`src/rtl/seq_detect_ctrl.sv`:
```
`timescale 1ns/1ps
// -----------------------------------------------------------------------------
// seq_detect_ctrl
// Front-end controller for the serial sequence detector path. Parallel words
// arrive over a valid/ready handshake. Each word is serialised MSB-first, one
// bit per clock. The bit stream is matched against a programmable, maskable
// pattern, and overlapping matches count. Matches are counted with saturation,
// and a sticky interrupt is raised when the count reaches a programmed
// threshold.
//
// Ports
//   clk          rising-edge clock
//   rst          synchronous, active-high reset
//   en           enable acceptance of new words
//   cfg_we       config write strobe, honoured only while idle
//   cfg_pattern  pattern to match; bit PAT_W-1 is the oldest bit
//   cfg_mask     1 = compare this bit, 0 = don't care
//   cfg_thresh   irq threshold; 0 disables irq
//   in_valid     input word valid
//   in_data      input word
//   in_ready     controller can take a word this cycle
//   seq_out      serial bit currently being evaluated
//   seq_vld      seq_out is valid this cycle
//   match        one-cycle pulse: pattern matched
//   match_cnt    saturating match count
//   irq          sticky threshold interrupt
//   irq_clr      clears irq
//   busy         high while shifting a word out
// -----------------------------------------------------------------------------
module seq_detect_ctrl #(
  parameter int               WORD_W  = 8,
  parameter int               PAT_W   = 4,
  parameter int               CNT_W   = 8,
  parameter logic [PAT_W-1:0] PAT_RST = 4'b1011
) (
  input  logic              clk,
  input  logic              rst,
  input  logic              en,
  input  logic              cfg_we,
  input  logic [PAT_W-1:0]  cfg_pattern,
  input  logic [PAT_W-1:0]  cfg_mask,
  input  logic [CNT_W-1:0]  cfg_thresh,
  input  logic              in_valid,
  input  logic [WORD_W-1:0] in_data,
  output logic              in_ready,
  output logic              seq_out,
  output logic              seq_vld,
  output logic              match,
  output logic [CNT_W-1:0]  match_cnt,
  output logic              irq,
  input  logic              irq_clr,
  output logic              busy
);

  localparam int BIT_W  = (WORD_W > 1) ? $clog2(WORD_W) : 1;
  localparam int FILL_W = $clog2(PAT_W + 1);
  localparam logic [BIT_W-1:0]  BIT_LAST = BIT_W'(WORD_W - 1);
  localparam logic [FILL_W-1:0] FILL_MAX = FILL_W'(PAT_W);
  // fill+1 >= PAT_W rewritten so no extra carry bit is needed
  localparam logic [FILL_W-1:0] FILL_THR = FILL_W'(PAT_W - 1);
  localparam logic [CNT_W-1:0]  CNT_MAX  = '1;

  typedef enum logic [0:0] {ST_IDLE, ST_SHIFT} state_t;

  state_t             r_state;
  state_t             w_state_next;
  logic [WORD_W-1:0]  r_shreg;
  logic [BIT_W-1:0]   r_bitcnt;
  logic [PAT_W-1:0]   r_hist;
  logic [FILL_W-1:0]  r_fill;
  logic [PAT_W-1:0]   r_pattern;
  logic [PAT_W-1:0]   r_mask;
  logic [CNT_W-1:0]   r_thresh;
  logic               r_match;
  logic [CNT_W-1:0]   r_cnt;
  logic               r_irq;

  logic               w_load;
  logic               w_bit;
  logic [PAT_W-1:0]   w_hist_next;
  logic               w_hit;
  logic               w_cfg;
  logic               w_cnt_inc;
  logic [CNT_W-1:0]   w_cnt_plus;
  logic               w_irq_set;

  assign w_bit       = r_shreg[WORD_W-1];
  assign w_hist_next = {r_hist[PAT_W-2:0], w_bit};
  assign w_hit       = (r_fill >= FILL_THR) &&
                       (((w_hist_next ^ r_pattern) & r_mask) == '0);
  assign w_cfg       = cfg_we && (r_state == ST_IDLE);
  assign w_cnt_plus  = r_cnt + CNT_W'(1);
  assign w_cnt_inc   = r_match && (r_cnt != CNT_MAX);
  // Only a real transition onto the threshold raises irq; a saturated
  // counter that happens to sit at the threshold does not re-fire.
  assign w_irq_set   = w_cnt_inc && (r_thresh != '0) && (w_cnt_plus == r_thresh);

  assign match     = r_match;
  assign match_cnt = r_cnt;
  assign irq       = r_irq;

  always_ff @(posedge clk) begin
    if (rst) r_state <= ST_IDLE;
    else     r_state <= w_state_next;
  end

  always_comb begin
    w_state_next = r_state;
    w_load       = 1'b0;
    in_ready     = 1'b0;
    seq_out      = 1'b0;
    seq_vld      = 1'b0;
    busy         = 1'b0;
    case (r_state)
      ST_IDLE: begin
        // Held low during reset so no handshake completes into a reset edge.
        in_ready = en & ~rst;
        if (in_valid && en) begin
          w_load       = 1'b1;
          w_state_next = ST_SHIFT;
        end
      end
      ST_SHIFT: begin
        seq_out = w_bit;
        seq_vld = 1'b1;
        busy    = 1'b1;
        // Last bit of the word: a new word may be taken without a bubble.
        if (r_bitcnt == '0) begin
          in_ready = en & ~rst;
          if (in_valid && en) w_load = 1'b1;
          else                w_state_next = ST_IDLE;
        end
      end
      default: w_state_next = ST_IDLE;
    endcase
  end

  always_ff @(posedge clk) begin
    if (rst) begin
      r_shreg   <= '0;
      r_bitcnt  <= '0;
      r_hist    <= '0;
      r_fill    <= '0;
      r_pattern <= PAT_RST;
      r_mask    <= '1;
      r_thresh  <= '0;
      r_match   <= 1'b0;
      r_cnt     <= '0;
      r_irq     <= 1'b0;
    end else begin
      if (w_load) begin
        r_shreg  <= in_data;
        r_bitcnt <= BIT_LAST;
      end else if (r_state == ST_SHIFT) begin
        r_shreg  <= {r_shreg[WORD_W-2:0], 1'b0};
        r_bitcnt <= r_bitcnt - BIT_W'(1);
      end

      if (w_cfg) begin
        r_pattern <= cfg_pattern;
        r_mask    <= cfg_mask;
        r_thresh  <= cfg_thresh;
        r_hist    <= '0;
        r_fill    <= '0;
        r_match   <= 1'b0;
        r_cnt     <= '0;
        r_irq     <= 1'b0;
      end else begin
        if (r_state == ST_SHIFT) begin
          r_hist  <= w_hist_next;
          r_match <= w_hit;
          if (r_fill != FILL_MAX) r_fill <= r_fill + FILL_W'(1);
        end else begin
          r_match <= 1'b0;
        end
        // Counter and irq follow the visible match pulse by one cycle, so an
        // irq_clr issued during that pulse loses to the set.
        if (w_cnt_inc) r_cnt <= w_cnt_plus;
        if (w_irq_set)    r_irq <= 1'b1;
        else if (irq_clr) r_irq <= 1'b0;
      end
    end
  end

endmodule

```
`config.mk`:
```
export PLATFORM = sky130hd
export DESIGN_NAME = seq_detect_ctrl
export DESIGN_NICKNAME = d
export VERILOG_FILES = /design/src/rtl/seq_detect_ctrl.sv
export SDC_FILE = /design/constraint.sdc
export NUM_CORES = 1
export LEC_CHECK = 0
export BUFFER_PORTS_ARGS = -buffer_cell sky130_fd_sc_hd__buf_2
export CORE_UTILIZATION = 42
export CTS_BUF_LIST = sky130_fd_sc_hd__clkbuf_4
export DETAILED_ROUTE_END_ITERATION = 7
export SYNTH_ARGS = -nofsm -noshare
export SYNTH_HDL_FRONTEND = slang
export SYNTH_SLANG_ARGS = --single-unit
```
`constraint.sdc`:
```
create_clock -name clk -period 4.1 [get_ports clk]
set_input_delay 0.82 -clock clk [delete_from_list [all_inputs] [get_ports clk]]
set_output_delay 0.82 -clock clk [all_outputs]
set_load 0.01 [all_outputs]
```
=== Word-level counts from Yosys, hierarchy flattened ===
Index checks and enable logic that the tools add are counted.

* $add $sub $neg: 3
* Magnitude comparators: 1
* Equality and inequality tests: 3
* Muxes and demuxes: 15
* Bitwise gates (word level): 5
* Reductions and logical operators: 14

{| class="wikitable"
|+ Operator list
! kind !! count
|-
| $mux 8 || 2
|-
| $add 8x1->8 const B || 1
|-
| $eq 8x8->1 || 1
|-
| $mux 1 || 8
|-
| $ne 8x8->1 const B || 1
|-
| $reduce_bool 8->1 || 1
|-
| $logic_and 1x1->1 || 6
|-
| $mux 3 || 2
|-
| $pmux 1 s2 || 3
|-
| $and 4x4->4 || 1
|-
| $logic_not 4->1 || 1
|-
| $reduce_bool 2->1 || 2
|-
| $xor 4x4->4 || 1
|-
| $add 3x1->3 const B || 1
|-
| $ge 3x2->1 const B || 1
|-
| $logic_not 3->1 || 1
|-
| $ne 3x3->1 const B || 1
|-
| $reduce_or 3->1 || 1
|-
| $sub 3x1->3 const B || 1
|-
| $not 1->1 || 2
|-
| $reduce_and 2->1 || 1
|-
| $reduce_or 2->1 || 1
|-
| $and 1x1->1 || 1
|}

* Bits in registers: 44
* Input bits: 30
* Output and inout port bits: 14
* Word-level logic and storage cells: 52

=== Longest topological paths before layout ===
* Word-level depth: 5
* Mapped depth: 8
* Mapped depth without buffers: 6

=== Worst setup path after synthesis ===
Ideal clock, no wire load.

* Path kind: input port to output port
* Start: input port rst
* End: output port in_ready
* Arrival: 1335 ps
* Data required time: 3280 ps
* Path slack: 1945 ps
* Cell stages on the path: 2
* Path buffers: 1
* Cell sequence: clkbuf_1 -> nor3b_1

* Longest elaborated chain between the ends: 4

{| class="wikitable"
|+ Ends and longest elaborated chain
! what !! RTL line !! source
|-
| from (decl) || 37 || <nowiki>input logic rst,</nowiki>
|-
| $not 1->1 (*) || 117, 129 ||
|-
| $and 1x1->1 (*) || 117, 129 ||
|-
| $mux 1 || 128 || <nowiki>if (r_bitcnt == '0) begin</nowiki>
|-
| $pmux 1 s2 (*) || 114 || <nowiki>case (r_state)</nowiki>
|-
| to (decl) || 45 || <nowiki>output logic in_ready,</nowiki>
|}

Every way passes the cells marked *; elsewhere a longest branch is shown, timed or not.

=== Worst setup path in the final report ===
* Start: register r_state
* End: output port in_ready

* Longest elaborated chain between the ends: 2

{| class="wikitable"
|+ Ends and longest elaborated chain
! what !! RTL line !! source
|-
| from (decl) || 65 || <nowiki>state_t r_state;</nowiki>
|-
| from (signal assigned) || 104 || <nowiki>else r_state <= w_state_next;</nowiki>
|-
| $not 1->1 (no source line) || n/a ||
|-
| $pmux 1 s2 (*) || 114 ||
|}

Marks and branches as above.

==> run metrics <==
status=complete, no violations; Synth Flop Type=dfxtp_1; total CTS buffers=5; setup violators final=0; Distinct cells, synth=46; routed via count=between 1500 and 2000; Worst Setup Start Kind=flip-flop; # port buffers=between 40 and 50; Worst VDD drop=191 uV; Root Driver=clkbuf_4; gr ovfl total=0; Hold Buf Count CTS=0; async set-reset flop share out of synthesis=0%; RSZ-0062 raised after global routing=false; Routed Antenna Nets=0; maxcap violations=0; sequential area share after synthesis=between 40% and 50%; CTS tree=built; first-pass iteration count of the detailed router=4; Setup Skew=~0.0058 ns; Routed WL=~4400 um; post-cts gate resize count=0; worst path cell trace=clkinv_1 > a21oi_1 > nor3b_1 > buf_2; Core ar.=between 4000 and 5000 um^2; max-slew violations=0; CP max stage cell=dfxtp_1; CTS H-tree lvls=2; CTS max path bufs=2; hold_sp=r_mask[0]$_SDFFE_PP1P_; GPL Wtd Cong=approximately 0.76; post-CTS setup buffer count=0; synth-to-layout area growth=13.5%; hpwl dp=~3200 um; Final nets=approximately 340; Initial Utilization=roughly 44%; Skew-Pair Late Insertion Delay=around 0.34 ns; die area=around 5400 um^2; width of the die=73.4 um; area fraction of the dominant cell type after synthesis=41.1%; Bufs and invs on worst path=2; Synth warnings=0; Static Leak=a little under 1 nW; r2r worst-path depth=5; pin count of the biggest net entering global routing=32; R2R Setup Slk=2.07 ns; Hold Vio Cnt, Final=0; crit share post-route=61.2%; sequential cell area=just under 900 um^2; Mapped Nets=298; Hold WS=slightly below 0.5 ns; Synth Area per Inst=8.17 um^2; hold path endpoint=r_mask[0]$_SDFFE_PP1P_; synth top area cells=dfxtp_1 41%, nand2_1 10%, a21oi_1 5.1%; die height=roughly 73 um; HP Class=flip-flop to flip-flop; fillers=505; TNS Setup=0 ns; Worst R2R Start=r_state$_SDFF_PP0_; total power=between 0.0007 and 0.0008 W; minimum clock period after layout=roughly 2.5 ns; worst path arrival time=1.69 ns; nature of the critical path endpoint=output port; vias in the first global route=approximately 1700; CP delay by family, top=flip-flops; fmax=~400 MHz; CTS sink cnt=44; clk slew on worst S/H paths=~0.12 ns; footprint of the multi-input gates=around 1200 um^2; hold path depth=2; Post-synth EDFFs=0; PwrDens=between 300 and 400 nW/um^2; initial DRC count=83; Ports=44; Slew HR=38.9%; Worst Path Class, Setup=flip-flop to output port; via/cell ratio=roughly 5; Least-Margin Pin Slew=0.915 ns; number of placement rows=25; share of cells above drive strength 1=between 10% and 20%; CP peak stage delay=0.59 ns; Worst Path Required=3.28 ns; Gate Count Post-Synth=262; Antenna Cells=0; mapped cell area=around 2100 um^2; Overall Global Routing Usage=between 10% and 20%; first-pass GRT wire length=between 7000 and 8000 um; reg2reg end=irq$_SDFFE_PP0P_; Synth area leader=dfxtp_1; Critical Path Source=r_state$_SDFF_PP0_; DRC violation count after routing=0; maximum fanout along the worst path=10; Routed WL per cell=12.0 um; initial antenna violation count=0; synthesized flop and latch total=44
placed cells by master (no fill, tap or decap), types with 3 or more instances in the layout:
| master | count |
|---|---|
| clkinv_1 | 3 |
| xnor2_1 | 8 |
| dfxtp_1 | 44 |
| nand2b_1 | 3 |
| nor2_1 | 22 |
| clkbuf_4 | 5 |
| o21ai_0 | 6 |
| mux2i_1 | 4 |
| xor2_1 | 9 |
| nand2_1 | 57 |
| a311oi_1 | 7 |
| buf_2 | 43 |
| nand3b_1 | 7 |
| nor2b_1 | 3 |
| inv_1 | 9 |
| nor3_1 | 5 |
| a21oi_1 | 22 |
| ha_1 | 6 |
state kept, by name, summed over array words and instances (netlist names):
name	count
irq	1
r_fill	3
r_state	1
match	1
match_cnt	8
r_bitcnt	3
r_shreg	8
r_pattern	4
r_hist	3
r_mask	4
r_thresh	8
cells by family after synthesis:
logic type | after synthesis | share of synthesized area, %
buf+inv | 23 | 4.68
compound gates | 52 | 15.8
simple gates | 116 | 26.1
mux | 4 | 1.87
xor+xnor | 17 | 6.96
flops | 44 | 41.1
fa+ha+maj | 6 | 3.51
through the flow:
stage | utilization [%] | instances | area, um^2 | setup WS [ns]
detailed placement | 49.5 | 360 | 2380 | 1.77
global route | 50.4 | 367 | 2430 | 1.40
finish | 50.4 | 367 | 2430 | 1.59
floorplan | - | 262 | 2140 | 1.94
CTS | 50.4 | 367 | 2430 | 1.56
global placement | 49.5 | 360 | 2380 | 1.78
cell type report:
cell class              count  share of cell area, %
inverters                  10                   1.54
clock inverters             2                  0.309
well taps                  67                   3.45
multi-input cells         195                   47.7
flip-flops and latches     44                   36.3
clock buffers               5                   1.54
repair buffers             44                   9.17
worst reg2reg max path, stage by stage (launching register included):
cell	delay, ns
dfxtp_1	0.59
nand2b_1	0.16
buf_4	0.20
nand2b_1	0.38
or3b_2	0.56
o21ai_1	0.07
routing by layer:
layer / share of wire [%] / up-vias / wire length, um / global-route usage, %
met2: 43 / 45 / 1920 / 28.6
met3: 4.7 / 5 / 206 / 4.39
met1: 51 / 809 / 2230 / 25.9
li1: - / 970 / - / -
met5: 0 / - / 0 / 0
met4: 1.4 / 0 / 60 / 5.98
worst max path at each step:
stage | cells after the start | slack [ns] | endpoint
after floorplan | 2 | 1.94 | in_ready
after global placement | 3 | 1.78 | in_ready
after detailed placement | 4 | 1.77 | irq$_SDFFE_PP0P_
after CTS | 4 | 1.56 | in_ready
after global routing | 4 | 1.40 | in_ready
final | 4 | 1.59 | in_ready
Yosys cell counts, types with 2 or more instances:
library cell and number:
nand2_1 57, dfxtp_1 44, a21oi_1 22, nor2_1 22, inv_1 9, xor2_1 9, clkbuf_1 8, xnor2_1 8
a311oi_1 7, nand3b_1 7, ha_1 6, o21ai_0 6, nor3_1 5, mux2i_1 4, buf_4 3, nand2b_1 3
nor2b_1 3, a211oi_1 2, and3_1 2, buf_2 2, nand3_2 2, nor3b_1 2, nor4_1 2, o21a_1 2
o31ai_1 2, or3_2 2, or4_1 2
power by group:
part | total, W | switching [W] | internal (W)
logic | 0.000109 | 0.0000592 | 0.0000493
registers | 0.000470 | 0.0000185 | 0.000451
clock network | 0.000190 | 0.000130 | 0.0000601
total | 0.000769 | 0.000208 | 0.000561
Note: power is estimated with default switching activity, not from simulation.
